==> src/rtl/spi_pkg.sv <==
// Shared SPI master definitions: opcodes, controller states and frame geometry.
package spi_pkg;

  localparam int FRAME_BITS = 10;
  localparam int DATA_BITS  = 8;
  localparam int CNT_W      = 5;

  localparam logic [1:0] OP_WR_ADDR = 2'b00;
  localparam logic [1:0] OP_WR_DATA = 2'b01;
  localparam logic [1:0] OP_RD_ADDR = 2'b10;
  localparam logic [1:0] OP_RD_DATA = 2'b11;

  typedef enum logic [2:0] {
    ST_IDLE,
    ST_SEL,
    ST_RW,
    ST_SHIFT,
    ST_WAIT,
    ST_RX,
    ST_GAP
  } state_t;

endpackage

==> src/rtl/spi_master_shreg.sv <==
// Frame shift-out (parallel load, MSB first) and MISO shift-in capture (MSB first).
// o_cap_next is the capture register with the current MISO bit appended, for same-edge byte pickup.
module spi_master_shreg
  import spi_pkg::*;
(
  input  logic                 clk,
  input  logic                 rst,
  input  logic                 i_load,
  input  logic [FRAME_BITS-1:0] i_frame,
  input  logic                 i_shift,
  input  logic                 i_cap,
  input  logic                 i_miso,
  output logic                 o_msb,
  output logic [DATA_BITS-1:0] o_cap_next
);

  logic [FRAME_BITS-1:0] r_tx;
  logic [DATA_BITS-1:0]  r_rx;

  assign o_msb      = r_tx[FRAME_BITS-1];
  assign o_cap_next = {r_rx[DATA_BITS-2:0], i_miso};

  always_ff @(posedge clk) begin
    if (rst) begin
      r_tx <= '0;
      r_rx <= '0;
    end else begin
      if (i_load) begin
        r_tx <= i_frame;
        r_rx <= '0;
      end else if (i_shift) begin
        r_tx <= {r_tx[FRAME_BITS-2:0], 1'b0};
      end
      if (i_cap) begin
        r_rx <= o_cap_next;
      end
    end
  end

endmodule

==> src/rtl/spi_master_ctrl.sv <==
// SPI master: one command per frame (SEL, RW, 10 payload bits, then RD_LAT wait + 8 RX bits for op 11).
// cmd_ready only in IDLE; SPI_MASTER_ORDER_CHK_EN enables op-order checking with an err pulse on rejection.
module spi_master_ctrl
  import spi_pkg::*;
#(
  parameter int RD_LAT = 2,
  parameter int GAP    = 1
) (
  input  logic       clk,
  input  logic       rst,
  input  logic       cmd_valid,
  output logic       cmd_ready,
  input  logic [1:0] cmd_op,
  input  logic [7:0] cmd_data,
  output logic       done,
  output logic       rx_valid,
  output logic [7:0] rx_data,
  output logic       err,
  output logic       SS_n,
  output logic       MOSI,
  input  logic       MISO
);

  localparam logic [CNT_W-1:0] SHIFT_LAST = CNT_W'(FRAME_BITS - 1);
  localparam logic [CNT_W-1:0] WAIT_LAST  = CNT_W'(RD_LAT - 1);
  localparam logic [CNT_W-1:0] RX_LAST    = CNT_W'(DATA_BITS - 1);
  localparam logic [CNT_W-1:0] GAP_LAST   = CNT_W'(GAP - 1);

  state_t               r_state;
  logic [CNT_W-1:0]     r_cnt;
  logic [1:0]           r_op;
  logic                 r_ss_n;
  logic                 r_mosi;
  logic                 r_cmd_ready;
  logic                 r_done;
  logic                 r_rx_valid;
  logic [DATA_BITS-1:0] r_rx_data;
  logic                 r_err;

  logic                 w_accept;
  logic                 w_reject;
  logic                 w_msb;
  logic [DATA_BITS-1:0] w_cap_next;

  assign cmd_ready = r_cmd_ready;
  assign done      = r_done;
  assign rx_valid  = r_rx_valid;
  assign rx_data   = r_rx_data;
  assign err       = r_err;
  assign SS_n      = r_ss_n;
  assign MOSI      = r_mosi;

  assign w_accept = cmd_valid && r_cmd_ready;

`ifdef SPI_MASTER_ORDER_CHK_EN
  // Previous sent op; r_prev_vld=0 means "none" (after reset), so data ops are rejected.
  logic       r_prev_vld;
  logic [1:0] r_prev_op;

  assign w_reject = ((cmd_op == OP_WR_DATA) && !(r_prev_vld && (r_prev_op == OP_WR_ADDR))) ||
                    ((cmd_op == OP_RD_DATA) && !(r_prev_vld && (r_prev_op == OP_RD_ADDR)));

  always_ff @(posedge clk) begin
    if (rst) begin
      r_prev_vld <= 1'b0;
      r_prev_op  <= OP_WR_ADDR;
    end else if (w_accept && !w_reject) begin
      r_prev_vld <= 1'b1;
      r_prev_op  <= cmd_op;
    end
  end
`else
  assign w_reject = 1'b0;
`endif

  spi_master_shreg u_shreg (
    .clk        (clk),
    .rst        (rst),
    .i_load     (r_state == ST_IDLE),
    .i_frame    ({cmd_op, cmd_data}),
    .i_shift    ((r_state == ST_RW) || (r_state == ST_SHIFT)),
    .i_cap      (r_state == ST_RX),
    .i_miso     (MISO),
    .o_msb      (w_msb),
    .o_cap_next (w_cap_next)
  );

  // Outputs are registered for the state being entered, so each takes effect the cycle after the decision.
  always_ff @(posedge clk) begin
    if (rst) begin
      r_state     <= ST_IDLE;
      r_cnt       <= '0;
      r_op        <= OP_WR_ADDR;
      r_ss_n      <= 1'b1;
      r_mosi      <= 1'b0;
      r_cmd_ready <= 1'b1;
      r_done      <= 1'b0;
      r_rx_valid  <= 1'b0;
      r_rx_data   <= '0;
      r_err       <= 1'b0;
    end else begin
      r_done     <= 1'b0;
      r_rx_valid <= 1'b0;
      r_err      <= 1'b0;
      case (r_state)
        ST_IDLE: begin
          if (w_accept) begin
            if (w_reject) begin
              r_err <= 1'b1;
            end else begin
              r_state     <= ST_SEL;
              r_op        <= cmd_op;
              r_ss_n      <= 1'b0;
              r_mosi      <= 1'b0;
              r_cmd_ready <= 1'b0;
            end
          end
        end
        ST_SEL: begin
          r_state <= ST_RW;
          r_mosi  <= r_op[1];
        end
        ST_RW: begin
          r_state <= ST_SHIFT;
          r_mosi  <= w_msb;
          r_cnt   <= '0;
        end
        ST_SHIFT: begin
          if (r_cnt == SHIFT_LAST) begin
            r_cnt  <= '0;
            r_mosi <= 1'b0;
            if (r_op == OP_RD_DATA) begin
              r_state <= (RD_LAT == 0) ? ST_RX : ST_WAIT;
            end else begin
              r_state <= ST_GAP;
              r_ss_n  <= 1'b1;
              r_done  <= 1'b1;
            end
          end else begin
            r_mosi <= w_msb;
            r_cnt  <= r_cnt + 1'b1;
          end
        end
        ST_WAIT: begin
          if (r_cnt == WAIT_LAST) begin
            r_state <= ST_RX;
            r_cnt   <= '0;
          end else begin
            r_cnt <= r_cnt + 1'b1;
          end
        end
        ST_RX: begin
          if (r_cnt == RX_LAST) begin
            r_state    <= ST_GAP;
            r_cnt      <= '0;
            r_ss_n     <= 1'b1;
            r_done     <= 1'b1;
            r_rx_valid <= 1'b1;
            r_rx_data  <= w_cap_next;
          end else begin
            r_cnt <= r_cnt + 1'b1;
          end
        end
        ST_GAP: begin
          if (r_cnt == GAP_LAST) begin
            r_state     <= ST_IDLE;
            r_cnt       <= '0;
            r_cmd_ready <= 1'b1;
          end else begin
            r_cnt <= r_cnt + 1'b1;
          end
        end
        default: begin
          r_state     <= ST_IDLE;
          r_ss_n      <= 1'b1;
          r_mosi      <= 1'b0;
          r_cmd_ready <= 1'b1;
        end
      endcase
    end
  end

endmodule

==> config.mk <==
export PLATFORM = sky130hd
export DESIGN_NAME = spi_master_ctrl
export DESIGN_NICKNAME = d
export VERILOG_FILES = /design/src/rtl/spi_pkg.sv /design/src/rtl/spi_master_shreg.sv /design/src/rtl/spi_master_ctrl.sv
export SDC_FILE = /design/constraint.sdc
export NUM_CORES = 1
export LEC_CHECK = 0
export CELL_PAD_IN_SITES_DETAIL_PLACEMENT = 1
export CELL_PAD_IN_SITES_GLOBAL_PLACEMENT = 2
export CORE_AREA = 2 2 85 87
export DETAILED_ROUTE_END_ITERATION = 6
export DIE_AREA = 0 0 87 89
export GPL_TIMING_DRIVEN = 0
export PLACE_DENSITY_LB_ADDON = 0.1
export RECOVER_POWER = 50
export SETUP_SLACK_MARGIN = 0.1
export SLEW_MARGIN = 20
export SYNTH_ARGS = -nofsm -noshare
export SYNTH_HDL_FRONTEND = slang
export SYNTH_HIERARCHICAL = 1
export SYNTH_SLANG_ARGS = --single-unit
==> constraint.sdc <==
create_clock -name clk -period 1.4 [get_ports clk]
set_input_delay 0.14 -clock clk [delete_from_list [all_inputs] [get_ports clk]]
set_output_delay 0.14 -clock clk [all_outputs]
set_load 0.01 [all_outputs]
==> summary.md, run 1 <==
| Metric | Value |
|---|---|
| Status | `finished, violations left` |
| Failing checks | `setup timing` |
| Post-Layout Cell Count | `368` |
| Clk root buf | `clkbuf_8` |
| Reg2reg setup slack | `-20 ps` |
| Crit path time final | `1420 ps` |
| Worst Setup Slack, final | `-19.0 ps` |
| Die W | `87 um` |
| Final period util | `101%` |
| Hold Path Origin | `rst` |
| Syn Nets | `236` |
| Area growth, synth to finish | `51.6%` |
| Worst r2r dst | `SS_n` |
| RSZ-0062 raised after global routing | `true` |
| Final hold violations | `0` |
| Dominant synthesized flop cell | `dfxtp_1` |
| Placed cell count | `325` |
| DP HPWL | `3520 um` |
| Min-delay worst type | `input pin to flip-flop` |
| Nets | `304` |
| Sequential element share of the synthesized area | `40.2%` |
| Initial antenna violation count | `0` |
| Total grt overflow | `0` |
| Worst hold endpoint | `r_cnt[4]` |
| ANT cells | `0` |
| Setup Viol. Count Final | `2` |
| CTS tree | `built` |
| Avg Synthesized Cell Area | `9.09 sq um` |
| DRT iter0 DRCs | `42` |
| Die ar. | `7740 sq um` |
| Most common cell in the synthesized netlist | `dfxtp_1` |
| Fmax | `705 MHz` |
| Synth Area in Adders | `1.89%` |
| Critical path data arrival time | `1610 ps` |
| Final core utilization | `44.9%` |
| CP Data Required Time | `1590 ps` |
| Final WL | `5470 um` |
| Core area | `6720 sq um` |
| Vias per cell | `4.86` |
| First-pass GRT wire length | `8950 um` |
| Die Ht | `89 um` |
| Worst Path Max Fanout | `5` |
| GP Congestion | `0.752` |
| Synth Instances | `219` |
| Clock Path Buffers | `2` |
| Cts bufs inserted | `5` |
| Top cells by area, synth | `dfxtp_1, mux2i_1, a21oi_1` |
| Post-synthesis cell type count | `43` |
| R2R depth | `5` |
| Pwr Density | `877 nW/um^2` |
| Slew @ Worst Pin | `519 ps` |
| CP Launch Type | `flip-flop` |
| Vias in the first global route | `1838` |
| Post-Syn Area | `1990 sq um` |
| Row count | `30` |
| CTS sink count | `40` |
| I/O pins | `28` |
| DR pass1 iterations | `4` |
| Routed Antenna Nets | `0` |
| Largest net degree at the start of global routing | `15` |
| Clock latency at the later pin of the worst-skew pair | `300 ps` |
| Worst vdd ir | `0.323 mV` |
| Fillers | `762` |
| Largest family of logic cells by synthesized area | `simple AND/OR/NAND/NOR gates` |
| Critical path type | `flip-flop to flip-flop` |
| Clock transition at the registers of the reported paths | `80 ps` |
| Worst hold path depth | `2` |
| Max Cap Viol | `0` |
| Leading area contributor after synthesis | `dfxtp_1` |
| Reg-to-reg startpoint | `r_cnt[0]` |
| DP Worst Slack | `-292 ps` |
| Mux contribution to synthesized area | `9.11%` |
| Ys async rst share | `0%` |
| Synth Area in Compound Gates | `18.1%` |
| Max-slew violation count | `0` |
| Crit path capture type | `flip-flop` |
| GRT Overall Usage | `14.9%` |
| Routed WL per cell | `14.9 um` |
| Synth Area in XOR/XNOR | `0%` |
| Starting Density | `29.6%` |
| Synth Warn # | `6` |
| Layout Skew | `10.5 ps` |
| Slew HR | `65.4%` |
| Share of cells above drive strength 1 | `38.2%` |
| Synth top cells by count | `dfxtp_1, a21oi_1, nand2_1` |
| Vias | `1787` |
| Drt drc | `0` |
| Synth Register Bits | `40` |
| PortBufs | `26` |
| Post-synth EDFFs | `0` |
| Hold-fix buffers, CTS | `0` |
| Area fraction of the dominant cell type after synthesis | `40.2%` |
| H-tree levels | `2` |
| Simple logic cell fraction of the synthesized area | `22.9%` |
| Static leakage | `1.19 nW` |
[power by group]
part / total [mW] / leakage [nW] / switching [mW] / internal, mW
clock network: 0.806 / 0.0447 / 0.452 / 0.355
registers: 1.24 / 0.329 / 0.0421 / 1.20
logic: 0.600 / 0.821 / 0.276 / 0.323
total: 2.65 / 1.19 / 0.770 / 1.88
[routing by layer]
| layer | vias to the layer above | share of wire (%) | GRT usage [%] |
|---|---|---|---|
| met5 | - | 0 | 0 |
| met4 | 0 | 0.38 | 4.69 |
| met3 | 2 | 1.8 | 2.77 |
| met2 | 17 | 51 | 25.5 |
| met1 | 857 | 47 | 18.9 |
| li1 | 911 | - | - |
[cell families after synthesis]
group                    Yosys count
other                              1
adder cells (fa/ha/maj)            3
AND/OR/NAND/NOR                   76
multiplexers                      18
AO/OA/AOI/OAI                     57
flip-flops                        40
buffers and inverters             24
[worst max-delay path, stage by stage (launching register included)]
cell      delay [ps]
dfxtp_4          390
ha_4             190
and4bb_2         270
a21oi_2          130
nor2_1            60
a221o_1          280
[timing repair]
item                       CTS  global route
setup endpoints to repair   52            40
buffers inserted            22            12
pin swaps                   27            28
gates resized for setup     50            29
cloned                       0             1
[flip-flops by register name, summed over array words and instances (netlist names)]
register and cells:
rx_data 8, u_shreg/r_rx 7, r_cnt 5, r_state 3, r_op 2, SS_n 1
done 1, cmd_ready 1, rx_valid 1, u_shreg/r_tx 10, MOSI 1
[worst max-delay path by stage]
stage / start / to / slack (ps) / cells past startpoint
floorplan: r_cnt[0] / SS_n / 30 / 5
global placement: rst / u_shreg/r_tx[4] / -310 / 4
detailed placement: rst / u_shreg/r_tx[4] / -290 / 4
CTS: r_cnt[0] / r_cnt[2] / -30 / 6
global route: r_state[1] / rx_data[6] / -110 / 7
finish: r_cnt[0] / SS_n / -20 / 5
[cell type report]
cell class,count,area (sq um),area share (%)
Buffer,17,163,5.39
Clock inverter,3,22.5,0.746
Timing Repair Buffer,61,574,19.0
Multi-Input combinational cell,155,1230,40.8
Inverter,7,46.3,1.53
Tap cell,80,100,3.32
Sequential cell,40,813,26.9
Clock buffer,5,68.8,2.28
[cell usage in the layout (no fill, tap or decap), drive strengths merged, types with 8 or more instances in the layout]
| cell type | synthesis | routed |
|---|---|---|
| mux2i | 17 | 17 |
| a211oi | 10 | 10 |
| clkdlybuf4s50 | 0 | 12 |
| clkbuf | 4 | 9 |
| or3b | 8 | 8 |
| nor2b | 11 | 11 |
| o21ai | 8 | 8 |
| nor2 | 15 | 15 |
| nand2 | 20 | 20 |
| dfxtp | 40 | 40 |
| dlygate4sd2 | 0 | 13 |
| a21oi | 25 | 25 |
| buf | 13 | 48 |
[metrics by stage]
stage          TNS (ps)  hold slack, ps  power, mW  area, sq um
2_1_floorplan         0             230       1.55         2060
3_3_place_gp      -7700             469       1.70         2420
3_5_place_dp      -7030             475       1.70         2420
4_1_cts           -92.5             387       2.59         2790
5_1_grt           -1670             281       2.79         3020
6_report          -19.2             250       2.65         3020
No activity file was read; power rests on OpenSTA's default activity.
==> inputs of run 2 (changes only) <==
- CORE_AREA: 2 2 85 87 -> 2 2 86 88
- DIE_AREA: 0 0 87 89 -> 0 0 88 90
- SYNTH_HIERARCHICAL: 1 -> default
==> run 2 against run 1 <==
Net effect:
- the flow still finishes with violations (setup timing)
- maximum frequency is 16% lower
- critical endpoint is now r_state[1]
- design area increased by 13%
- worst setup slack worse by 280 ps
- clock power grew 29%
- non-clock buffer count grew 10
- synthesized cell count grew 5.5%
- first-iteration DRC count grew 24%
- global-route usage rose by 2.8 points
- largest power group unchanged
- sequential power about the same
- clock skew decreased by 5.5 ps
- critical path depth is 1 higher
==> summary.md, run 2 <==
| Metric | Value |
|---|---|
| Commonest non-fill, non-tap cells in the layout | `dfxtp_1, nor2_1, buf_4` |
| Worst Path Max Fanout | `5 (unchanged)` |
| Post-Syn Area | `1990 sq um (unchanged)` |
| CP max stage delay | `440 ps (+50 ps)` |
| CP cell instances | `inv_4 > ha_4 > nor4b_4 > o32ai_4 > or4_4 > a21oi_2` |
| Failing checks | `setup timing` |
| DP HPWL | `4200 um (+20%)` |
| Most common cell in the synthesized netlist | `dfxtp_1` |
| Row count | `31 (+3.3%)` |
| Routed WL per cell | `17.4 um (+17%)` |
| Leading area contributor after synthesis | `dfxtp_1` |
| Fillers | `780 (+2.4%)` |
| Sequential element share of the synthesized area | `40.2% (unchanged)` |
| PortBufs | `26 (unchanged)` |
| Max reg flops | `10 (unchanged)` |
| CP Data Required Time | `1630 ps (+40 ps)` |
| Worst Setup Slack, final | `-298 ps (-279 ps)` |
| First-pass GRT wire length | `10900 um (+22%)` |
| H-tree levels | `2 (unchanged)` |
| Slew @ Worst Pin | `761 ps (+242 ps)` |
| Slew HR | `49.3% (-16 points)` |
| Critical path data arrival time | `1930 ps (+320 ps)` |
| Cts bufs inserted | `5 (unchanged)` |
| Synth Register Bits | `40 (unchanged)` |
| Synth Warn # | `0 (-6)` |
| R2R depth | `6 (+1)` |
| Levels on crit path | `6 (+1)` |
| GRT Overall Usage | `17.7% (+2.8 points)` |
| CTS tree | `built` |
| Worst hold slack | `472 ps (+222 ps)` |
| DR pass1 iterations | `4 (unchanged)` |
| Die Ht | `90 um (+1.1%)` |
| Clock latency at the later pin of the worst-skew pair | `300 ps (about the same)` |
| Syn Nets | `248 (+5.1%)` |
| Status | `finished, violations left` |
| Final hold violations | `0 (unchanged)` |
| Crit path capture type | `flip-flop` |
| CP Buf/Inv Count | `1 (+1)` |
| Worst hold path depth | `1 (-1)` |
| Vias | `2002 (+12%)` |
| Total negative slack | `-3950 ps (-3940 ps)` |
| Largest net degree at the start of global routing | `14 (-1)` |
| Max Cap Viol | `0 (unchanged)` |
| Drt drc | `0 (unchanged)` |
| Clock transition at the registers of the reported paths | `80 ps (about the same)` |
| Crit. Startpoint | `r_cnt[0]` |
| Vias in the first global route | `2038 (+11%)` |
| Top cells by area, synth | `dfxtp_1, nor2_1, mux2i_1` |
| Ys async rst share | `0% (unchanged)` |
| Static leakage | `1.28 nW (+7.2%)` |
| Layout Skew | `4.96 ps (-5.54 ps)` |
| Top reg by flops | `u_shreg.r_tx` |
| Clk root buf | `clkbuf_8` |
| Core area | `7020 sq um (+4.5%)` |
| I/O pins | `28 (unchanged)` |
| Fmax | `589 MHz (-16%)` |
| Synth top cells by count | `dfxtp_1, nor2_1, o21ai_0` |
| Max-slew violation count | `0 (unchanged)` |
| Hold Path Origin | `SS_n` |
| Final period util | `121% (+20 points)` |
| Starting Density | `28.4% (-1.3 points)` |
| Nets | `322 (+5.9%)` |
| Post-synth EDFFs | `0 (unchanged)` |
| Synth Instances | `231 (+5.5%)` |
| GP Congestion | `0.690 (-8.2%)` |
| Critical path type | `flip-flop to flip-flop` |
| Vias per cell | `4.94 (+1.8%)` |
| Family with the most delay on the worst path | `simple AND/OR/NAND/NOR gates` |
| Avg Synthesized Cell Area | `8.62 sq um (-5.2%)` |
| Commonest non-fill, non-tap cell in the layout | `dfxtp_1` |
| CP Launch Type | `flip-flop` |
| Clock Path Buffers | `2 (unchanged)` |
| Dominant synthesized flop cell | `dfxtp_1` |
| Share of cells above drive strength 1 | `46.7% (+8.5 points)` |
| Die ar. | `7920 sq um (+2.3%)` |
| Worst vdd ir | `0.404 mV (+25%)` |
| CTS sink count | `40 (unchanged)` |
| Crit path time final | `1700 ps (+279 ps)` |
| Final WL | `7060 um (+29%)` |
| Final instance area | `3410 sq um (+13%)` |
| ANT cells | `0 (unchanged)` |
| Crit-path slowest cell | `or4_4` |
| Total grt overflow | `0 (unchanged)` |
| Min-delay worst type | `flip-flop to flip-flop` |
| Post-synthesis cell type count | `47 (+9.3%)` |
| Hold-fix buffers, CTS | `0 (unchanged)` |
| Pwr Density | `910 nW/um^2 (+3.7%)` |
| Setup Viol. Count Final | `21 (+19)` |
| Die W | `88 um (+1.1%)` |
| Area fraction of the dominant cell type after synthesis | `40.2% (unchanged)` |
| DRT iter0 DRCs | `52 (+24%)` |
| Placed cell area | `2400 sq um (-0.88%)` |
| Reg-to-reg startpoint | `r_cnt[0]` |
| Initial antenna violation count | `0 (unchanged)` |
| Routed Antenna Nets | `0 (unchanged)` |
| RSZ-0062 raised after global routing | `true` |
| Area growth, synth to finish | `71.1%` |
==> run 2: cell types whose count changed in the layout (fill, tap and decap cells not counted), sizes merged, moves of 9 or more <==
cell / before / now
a21oi: 25 / 12
nand2: 20 / 7
nor2: 15 / 33
nor2b: 11 / 2
o21ai: 8 / 19
or3: 0 / 9
==> run 2: kinds of logic after synthesis <==
family	synth area share, %
AO/OA/AOI/OAI	26.0
XOR/XNOR	0.440
adder cells (fa/ha/maj)	1.89
buffers and inverters	6.03
flip-flops	40.2
multiplexers	5.53
other	0.188
AND/OR/NAND/NOR	19.7
==> run 2: report_power, final <==
group / internal [mW] / leakage [nW] / switching, mW
logic: 0.402 / 0.888 / 0.380
clock network: 0.584 / 0.0614 / 0.459
registers: 1.20 / 0.331 / 0.0729
==> run 2: worst reg2reg max path: cells and delay by family, from the launching register on <==
kind / cells / cell delay, ps
flops: 1 / 380
simple gates: 2 / 730
compound gates: 2 / 310
fa+ha+maj: 1 / 120
buf+inv: 1 / 70
==> run 2: repair_timing <==
| action | in CTS | in global routing |
|---|---|---|
| resized for setup | 82 | 96 |
| buffers inserted | 23 | 20 |
| endpoints found under the hold margin | 0 | 0 |
| cloned | 0 | 1 |
| setup endpoints to repair | 52 | 40 |
| pin swaps | 21 | 48 |
==> run 2: worst paths after layout <==
kind | to | slack [ps]
max | r_state[1] | -300
min | SS_n | 470
max reg2reg | r_state[1] | -300
min reg2reg | SS_n | 470
==> run 2: layer usage <==
layer / track usage [%] / routed length (um)
met1: 23.7 / 3220
met2: 28.6 / 3590
met3: 3.40 / 168
met4: 5.38 / 82
met5: 0 / 0
==> run 2: through the flow <==
| stage | utilization, % | std cells | total power [mW] | setup slack [ps] |
|---|---|---|---|---|
| finish | 48.5 | 405 | 3.10 | -298 |
| global route | 48.5 | 405 | 3.26 | -378 |
| CTS | 41.6 | 387 | 2.88 | -286 |
| detailed placement | 34.1 | 356 | 1.71 | -594 |
| global placement | 34.1 | 356 | 1.71 | -588 |
| floorplan | - | 231 | 1.54 | -137 |
==> run 2: layout make-up <==
class	count	area [sq um]	share of cell area, %
buffer	20	220	6.47
tap	99	124	3.64
timing repair buffer	68	651	19.1
multi-input combinational	164	1430	42.0
sequential	40	825	24.2
clock inverter	2	38.8	1.14
clock buffer	6	82.6	2.42
inverter	6	35.0	1.03
